$ cat src/rtl/bp_fe_queue_rollback_pkg.sv
// Shared constants and helpers for the replayable front-end fetch queue.
package bp_fe_queue_rollback_pkg;

   // Default queue depth used by the front-end top when instantiating the queue.
   localparam int bp_fe_queue_els_gp = 8;

   // True when n is a nonzero power of two; pointer wrap arithmetic relies on it.
   function automatic bit is_pow2(input int n);
      return (n > 0) && ((n & (n - 1)) == 0);
   endfunction

endpackage

$ cat src/rtl/bp_fe_queue_rollback_if.sv
// Handshake bundle between the PC generator / back-end and the fetch queue.
interface bp_fe_queue_rollback_if #(
   parameter int width_p = 128,
   parameter int els_p   = 8
);
   localparam int count_width_lp = $clog2(els_p + 1);

   logic [width_p-1:0]        data_i;
   logic                      v_i;
   logic                      ready_o;
   logic [width_p-1:0]        data_o;
   logic                      v_o;
   logic                      yumi_i;
   logic                      commit_v_i;
   logic                      roll_v_i;
   logic                      clr_v_i;
   logic [count_width_lp-1:0] count_o;

   // The queue side: consumes requests, produces status and the head packet.
   modport slave (
      input  data_i, v_i, yumi_i, commit_v_i, roll_v_i, clr_v_i,
      output ready_o, data_o, v_o, count_o
   );

   // The client side: front end enqueues, back end dequeues/commits/rolls.
   modport master (
      output data_i, v_i, yumi_i, commit_v_i, roll_v_i, clr_v_i,
      input  ready_o, data_o, v_o, count_o
   );

endinterface

$ cat src/rtl/bp_fe_queue_rollback_mem.sv
// One-write, one-asynchronous-read storage array for fetch packets.
module bsg_mem_1r1w #(
   parameter int width_p       = 128,
   parameter int els_p         = 8,
   parameter int addr_width_lp = $clog2(els_p)
) (
   input  logic                     w_clk_i,
   input  logic                     w_v_i,
   input  logic [addr_width_lp-1:0] w_addr_i,
   input  logic [width_p-1:0]       w_data_i,
   input  logic [addr_width_lp-1:0] r_addr_i,
   output logic [width_p-1:0]       r_data_o
);

   logic [width_p-1:0] mem [els_p];

   // Write port: capture the packet on an accepted enqueue.
   // NOTE: storage has no reset; validity is tracked by the pointers, so contents before a write are never observed.
   always_ff @(posedge w_clk_i) begin
      if (w_v_i) mem[w_addr_i] <= w_data_i;
   end

   assign r_data_o = mem[r_addr_i];

endmodule

$ cat src/rtl/bp_fe_queue_rollback.sv
// Replayable fetch queue: packets stay resident after dequeue until committed;
// roll rewinds the read pointer to the commit pointer, clear flushes everything.
module bp_fe_queue_rollback
   import bp_fe_queue_rollback_pkg::*;
#(
   parameter int width_p = 128,
   parameter int els_p   = bp_fe_queue_els_gp
) (
   input  logic                  clk_i,
   input  logic                  reset_i,
   bp_fe_queue_rollback_if.slave q
);

   localparam int idx_width_lp   = $clog2(els_p);
   localparam int ptr_width_lp   = idx_width_lp + 1;
   localparam int count_width_lp = $clog2(els_p + 1);

   typedef logic [ptr_width_lp-1:0] ptr_t;

   ptr_t wptr_r, rptr_r, cptr_r;
   ptr_t wptr_n, rptr_n, cptr_n;
   ptr_t rptr_after_deq;
   ptr_t occupancy;
   logic full;
   logic enq, deq, commit;

   // Status is derived only from registered pointers (plus reset for ready).
   assign occupancy  = wptr_r - cptr_r;
   assign full       = (occupancy == ptr_t'(els_p));
   assign q.ready_o  = ~full & ~reset_i;
   assign q.v_o      = (rptr_r != wptr_r);
   assign q.count_o  = count_width_lp'(occupancy);

   // Qualified actions; clear overrides all, roll discards a same-cycle dequeue.
   assign enq            = q.v_i & q.ready_o & ~q.clr_v_i;
   assign deq            = q.yumi_i & ~q.roll_v_i & ~q.clr_v_i;
   assign rptr_after_deq = rptr_r + ptr_t'(deq);
   assign commit         = q.commit_v_i & ~q.clr_v_i & (cptr_r != rptr_after_deq);

   // Next-pointer selection: clear > roll > dequeue; enqueue and commit are independent.
   // NOTE: combinational next-state uses blocking '=' with a default first, so no latch is inferred.
   always_comb begin
      wptr_n = wptr_r + ptr_t'(enq);
      cptr_n = cptr_r + ptr_t'(commit);
      rptr_n = rptr_after_deq;
      if (q.roll_v_i) rptr_n = cptr_n;
      if (q.clr_v_i) begin
         wptr_n = '0;
         rptr_n = '0;
         cptr_n = '0;
      end
   end

   // Pointer registers with asynchronous reset.
   // NOTE: state registers use non-blocking '<=' so all pointers update together at the edge.
   always_ff @(posedge clk_i or posedge reset_i) begin
      if (reset_i) begin
         wptr_r <= '0;
         rptr_r <= '0;
         cptr_r <= '0;
      end else begin
         wptr_r <= wptr_n;
         rptr_r <= rptr_n;
         cptr_r <= cptr_n;
      end
   end

   bsg_mem_1r1w #(
      .width_p (width_p),
      .els_p   (els_p)
   ) mem (
      .w_clk_i  (clk_i),
      .w_v_i    (enq),
      .w_addr_i (wptr_r[idx_width_lp-1:0]),
      .w_data_i (q.data_i),
      .r_addr_i (rptr_r[idx_width_lp-1:0]),
      .r_data_o (q.data_o)
   );

   // Depth must be a power of two of at least 2 for the wrap-bit scheme to hold.
   if (!is_pow2(els_p) || els_p < 2) begin : g_bad_els
      $error("bp_fe_queue_rollback: els_p must be a power of two >= 2");
   end

`ifndef SYNTHESIS
   // Protocol checks on the client handshake.
   always_ff @(posedge clk_i) begin
      if (!reset_i) begin
         assert (!(q.yumi_i && !q.v_o))
            else $error("bp_fe_queue_rollback: yumi_i asserted with v_o low");
         assert (!(q.commit_v_i && !q.clr_v_i && (cptr_r == rptr_after_deq)))
            else $error("bp_fe_queue_rollback: commit with nothing dequeued");
      end
   end
`endif

endmodule
$ cat src/flat_wrapper.sv
// flat-port wrapper written by rule: the top's interface ports become plain ports
module bp_fe_queue_rollback_flat import bp_fe_queue_rollback_pkg::*;
#(
   parameter int width_p = 128,
   parameter int els_p   = bp_fe_queue_els_gp
)
  (clk_i, reset_i, q_data_i, q_v_i, q_yumi_i, q_commit_v_i, q_roll_v_i, q_clr_v_i, q_ready_o, q_data_o, q_v_o, q_count_o);
  bp_fe_queue_rollback_if #(.width_p(width_p), .els_p(els_p)) q_i ();
  input  logic clk_i;
  input  logic reset_i;
  input wire logic [$bits(q_i.data_i)-1:0] q_data_i;
  input wire logic [$bits(q_i.v_i)-1:0] q_v_i;
  input wire logic [$bits(q_i.yumi_i)-1:0] q_yumi_i;
  input wire logic [$bits(q_i.commit_v_i)-1:0] q_commit_v_i;
  input wire logic [$bits(q_i.roll_v_i)-1:0] q_roll_v_i;
  input wire logic [$bits(q_i.clr_v_i)-1:0] q_clr_v_i;
  output wire logic [$bits(q_i.ready_o)-1:0] q_ready_o;
  output wire logic [$bits(q_i.data_o)-1:0] q_data_o;
  output wire logic [$bits(q_i.v_o)-1:0] q_v_o;
  output wire logic [$bits(q_i.count_o)-1:0] q_count_o;
  assign q_i.data_i = q_data_i;
  assign q_i.v_i = q_v_i;
  assign q_i.yumi_i = q_yumi_i;
  assign q_i.commit_v_i = q_commit_v_i;
  assign q_i.roll_v_i = q_roll_v_i;
  assign q_i.clr_v_i = q_clr_v_i;
  assign q_ready_o = q_i.ready_o;
  assign q_data_o = q_i.data_o;
  assign q_v_o = q_i.v_o;
  assign q_count_o = q_i.count_o;
  bp_fe_queue_rollback #(.width_p(width_p), .els_p(els_p)) u_core (.clk_i(clk_i), .reset_i(reset_i), .q(q_i));
endmodule
$ cat config.mk
export PLATFORM = sky130hd
export DESIGN_NAME = bp_fe_queue_rollback_flat
export DESIGN_NICKNAME = d
export VERILOG_FILES = /design/src/rtl/bp_fe_queue_rollback_pkg.sv /design/src/rtl/bp_fe_queue_rollback_if.sv /design/src/rtl/bp_fe_queue_rollback_mem.sv /design/src/rtl/bp_fe_queue_rollback.sv /design/src/flat_wrapper.sv
export SDC_FILE = /design/constraint.sdc
export NUM_CORES = 1
export LEC_CHECK = 0
export BUFFER_PORTS_ARGS = -buffer_cell sky130_fd_sc_hd__buf_2
export CORE_MARGIN = 4
export CORE_UTILIZATION = 54
export DETAILED_ROUTE_END_ITERATION = 7
export GPL_TIMING_DRIVEN = 1
export PLACE_DENSITY = 0.79
export SYNTH_ARGS = -nofsm -noshare
export SYNTH_HDL_FRONTEND = slang
export SYNTH_SLANG_ARGS = --single-unit
export TNS_END_PERCENT = 5
$ cat constraint.sdc
create_clock -name clk_i -period 14.32 [get_ports clk_i]
set_input_delay 1.432 -clock clk_i [delete_from_list [all_inputs] [get_ports clk_i]]
set_output_delay 1.432 -clock clk_i [all_outputs]
set_load 0.05 [all_outputs]
==> impl_metrics.ini <==
[cells_and_area]
fin_area_um2 = 44800
final_cell_count_no_fill = 2935
final_nets = 2039
fraction_of_final_layout_cells_with_drive_strength_greater_than_1_pct = 42.0
area_delta_synth_final_pct = 14.1

[critical_path]
reg2regPathDepth = 9
timing.critical_path.required_ns = 12.89
worstReg2RegStart = u_core.wptr_r[0]$_DFF_PP0_
timing.rr.end = u_core.mem.mem[3][83]$_DFFE_PP_
path_max_fanout = 146
critical_path_launch_point_type = register
worstSetupPathType = reg -> out
crit_arrival_ns = 4.33
sort_of_element_at_the_end_of_the_critical_path = primary output
reg2reg_slack_ns = 10.42

[place]
detailed_place_hpwl_um = 39900
place.gp.congestion = 0.746
numPlacedInstances = 2741
placedInstanceArea_um2 = 41700
place_worst_setup_slack_ns = 9.14
io_buffers = 268

[clock_network]
clock_tree.root_cell = sky130_fd_sc_hd__clkbuf_16
cts_setup_buffers = 0
tritoncts.num_buffers = 101
tritoncts_clock_tree = yes
cts_hold_buffers = 0
cts_resized = 0
clk_path_buf_depth = 3
cts_htree_levels = 3
clkLatencyLatePin_ns = 0.66
clock_sink_count = 1036
worst_setup_hold_path_clk_slew_ns = 0.06

[timing]
hold_viol = 0
min_period_over_period_pct = 40.2
timing_worst_slew_pin_value_ns = 0.986
final_max_slew_viol_count = 0
setup_viol = 0
timing.hold.ws_ns = 0.680
minimum_period_implied_by_the_final_worst_setup_slack_ns = 5.76
relSlewSlack_pct = 34.3
fmax_mhz = 174
post-route-worst-setup-slack_ns = 8.56
rsz_0062_raised_after_global_routing = false
timing.clock.skew_ns = 0.0167
totalNegativeSetupSlack_ns = 0

[floorplan]
core_area_um2 = 71900
floorplan.die_area_um2 = 77200
floorplan.io_pins = 269
initial_core_util_pct = 54.7
dieWidth_um = 278
std_cell_rows = 98
die-height_um = 278

[grt]
grt_pass1_wl_um = 116000
grt_antenna_before_repair = 18
gr-usage-all-layers_pct = 19.8
grt.overflow.total = 0
largest_net_degree_at_the_start_of_global_routing = 147
number_of_global_route_vias_before_repair = 18500

[synth]
commonest_cells_in_the_netlist = sky130_fd_sc_hd__edfxtp_1, sky130_fd_sc_hd__mux4_2, sky130_fd_sc_hd__mux2_2
synth_async_sr_flop_share_pct = 1.16
synth_top_flop_cell = sky130_fd_sc_hd__edfxtp_1
yosys_top_cell_by_area = sky130_fd_sc_hd__edfxtp_1
synth.ff_latch_count = 1036
synthesis.area_per_instance_um2 = 25.0
synth.top_cells.by_area = sky130_fd_sc_hd__edfxtp_1, sky130_fd_sc_hd__mux4_2, sky130_fd_sc_hd__mux2_2, sky130_fd_sc_hd__dfrtp_1, sky130_fd_sc_hd__buf_6
yosysTopAreaCellShare_pct = 78.2
yosys_warnings = 0
synth_cells = 1572
mappedNetlistNets = 1717
number_of_enable_type_register_cells_in_the_synthesized_netlist = 1024
yosysSeqAreaShare_pct = 79.0
post_synth_instance_area_um2 = 39300
yosysUniqueCellTypes = 29
yosys.cell_count.top_type = sky130_fd_sc_hd__edfxtp_1

[drt]
routed_wirelength_um = 76400
drcViolationCount = 0
ant_nets = 0
via_to_cell_ratio = 5.91
detailroute.via_count = 17400
firstDrtPassIters = 5
drt_iter0_drc = 1447
routed_wire_length_per_instance_um = 26.0

[worst_hold_path]
worst_hold_startpoint = u_core.cptr_r[2]$_DFF_PP0_
whs_path_depth = 2
hold_end = u_core.cptr_r[2]$_DFF_PP0_
min_path_type = reg -> reg

[power]
power_density_nw_per_um2 = 141
vdd_drop_max_uv = 130
p_leak_nw = 14.1

[flow_run]
cap_viol_max_count = 0

[status]
status = complete, no violations
[per-stage QoR]
step           util [%]  total power, mW
3_5_place_dp       58.0             3.94
6_report           62.4             6.34
4_1_cts            62.4             6.40
3_3_place_gp       58.0             3.93
2_1_floorplan         -             3.82
5_1_grt            62.4             6.57
[placed cells by master (no fill, tap or decap), drive strengths merged, types with 5 or more instances in the layout]
cell / instances
diode: 12
xnor2: 11
nor3: 6
dfrtp: 12
clkbuf: 125
nor2b: 6
nor2: 8
edfxtp: 1024
mux4: 256
clkinv: 49
ha: 9
inv: 7
mux2: 128
xor2: 5
buf: 294
[flip-flops by register name, indices dropped and copies added, names as in the netlist]
signal / count
u_core.cptr_r: 4
u_core.rptr_r: 4
u_core.mem.mem: 1024
u_core.wptr_r: 4
[logic make-up (layout without fill, tap and decap cells)]
| family | count (synthesis) | after routing | share of synthesized area [%] |
|---|---|---|---|
| flip-flops | 1036 | 1036 | 79.0 |
| XOR/XNOR | 16 | 16 | 0.356 |
| adder cells (fa/ha/maj) | 10 | 10 | 0.337 |
| multiplexers | 386 | 386 | 18.4 |
| other | 0 | 12 | 0 |
| AND/OR/NAND/NOR | 38 | 38 | 0.554 |
| AO/OA/AOI/OAI | 5 | 5 | 0.0923 |
| buffers and inverters | 81 | 482 | 1.30 |
[final cells by class]
class | instances | area, um2
multi-input combinational | 455 | 7800
timing repair buffer | 294 | 1610
clock inverter | 57 | 499
tap | 950 | 1190
sequential | 1036 | 31100
antenna | 12 | 30.0
fill | 4729 | 27000
inverter | 6 | 22.5
clock buffer | 125 | 2640
[how the worst max path moves through the flow]
stage	startpoint	to	slack, ns
floorplan	u_core.wptr_r[0]$_DFF_PP0_	u_core.mem.mem[0][0]$_DFFE_PP_	-0.84
global placement	u_core.rptr_r[0]$_DFF_PP0_	q_data_o[81]	9.19
detailed placement	u_core.rptr_r[0]$_DFF_PP0_	q_data_o[93]	9.14
CTS	u_core.rptr_r[0]$_DFF_PP0_	q_data_o[86]	8.42
global route	u_core.rptr_r[0]$_DFF_PP0_	q_data_o[86]	8.15
finish	u_core.rptr_r[1]$_DFF_PP0_	q_data_o[64]	8.56
[where the power goes]
| part | leakage (nW) | total, mW | switching, mW | internal, mW |
|---|---|---|---|---|
| clock network | 1.52 | 2.47 | 1.08 | 1.39 |
| registers | 9.38 | 3.37 | 0.0155 | 3.35 |
| logic | 3.24 | 0.501 | 0.318 | 0.182 |
[layer usage]
metal  share of wire (%)  GRT usage [%]  vias to the layer above
met5                0.13              0                        -
li1                    -              -                     7388
met3                 6.8           4.60                      112
met4                 1.9           5.43                       18
met1                  39           26.3                     9265
met2                  52           33.7                      568
[critical path, cell delays in order (launching register included)]
cell	delay, ns
sky130_fd_sc_hd__dfrtp_4	0.90
sky130_fd_sc_hd__buf_12	0.68
sky130_fd_sc_hd__buf_4	0.89
sky130_fd_sc_hd__mux4_2	0.42
sky130_fd_sc_hd__mux2_2	0.32
sky130_fd_sc_hd__buf_2	0.22
Note: power is estimated with default switching activity, not from simulation.
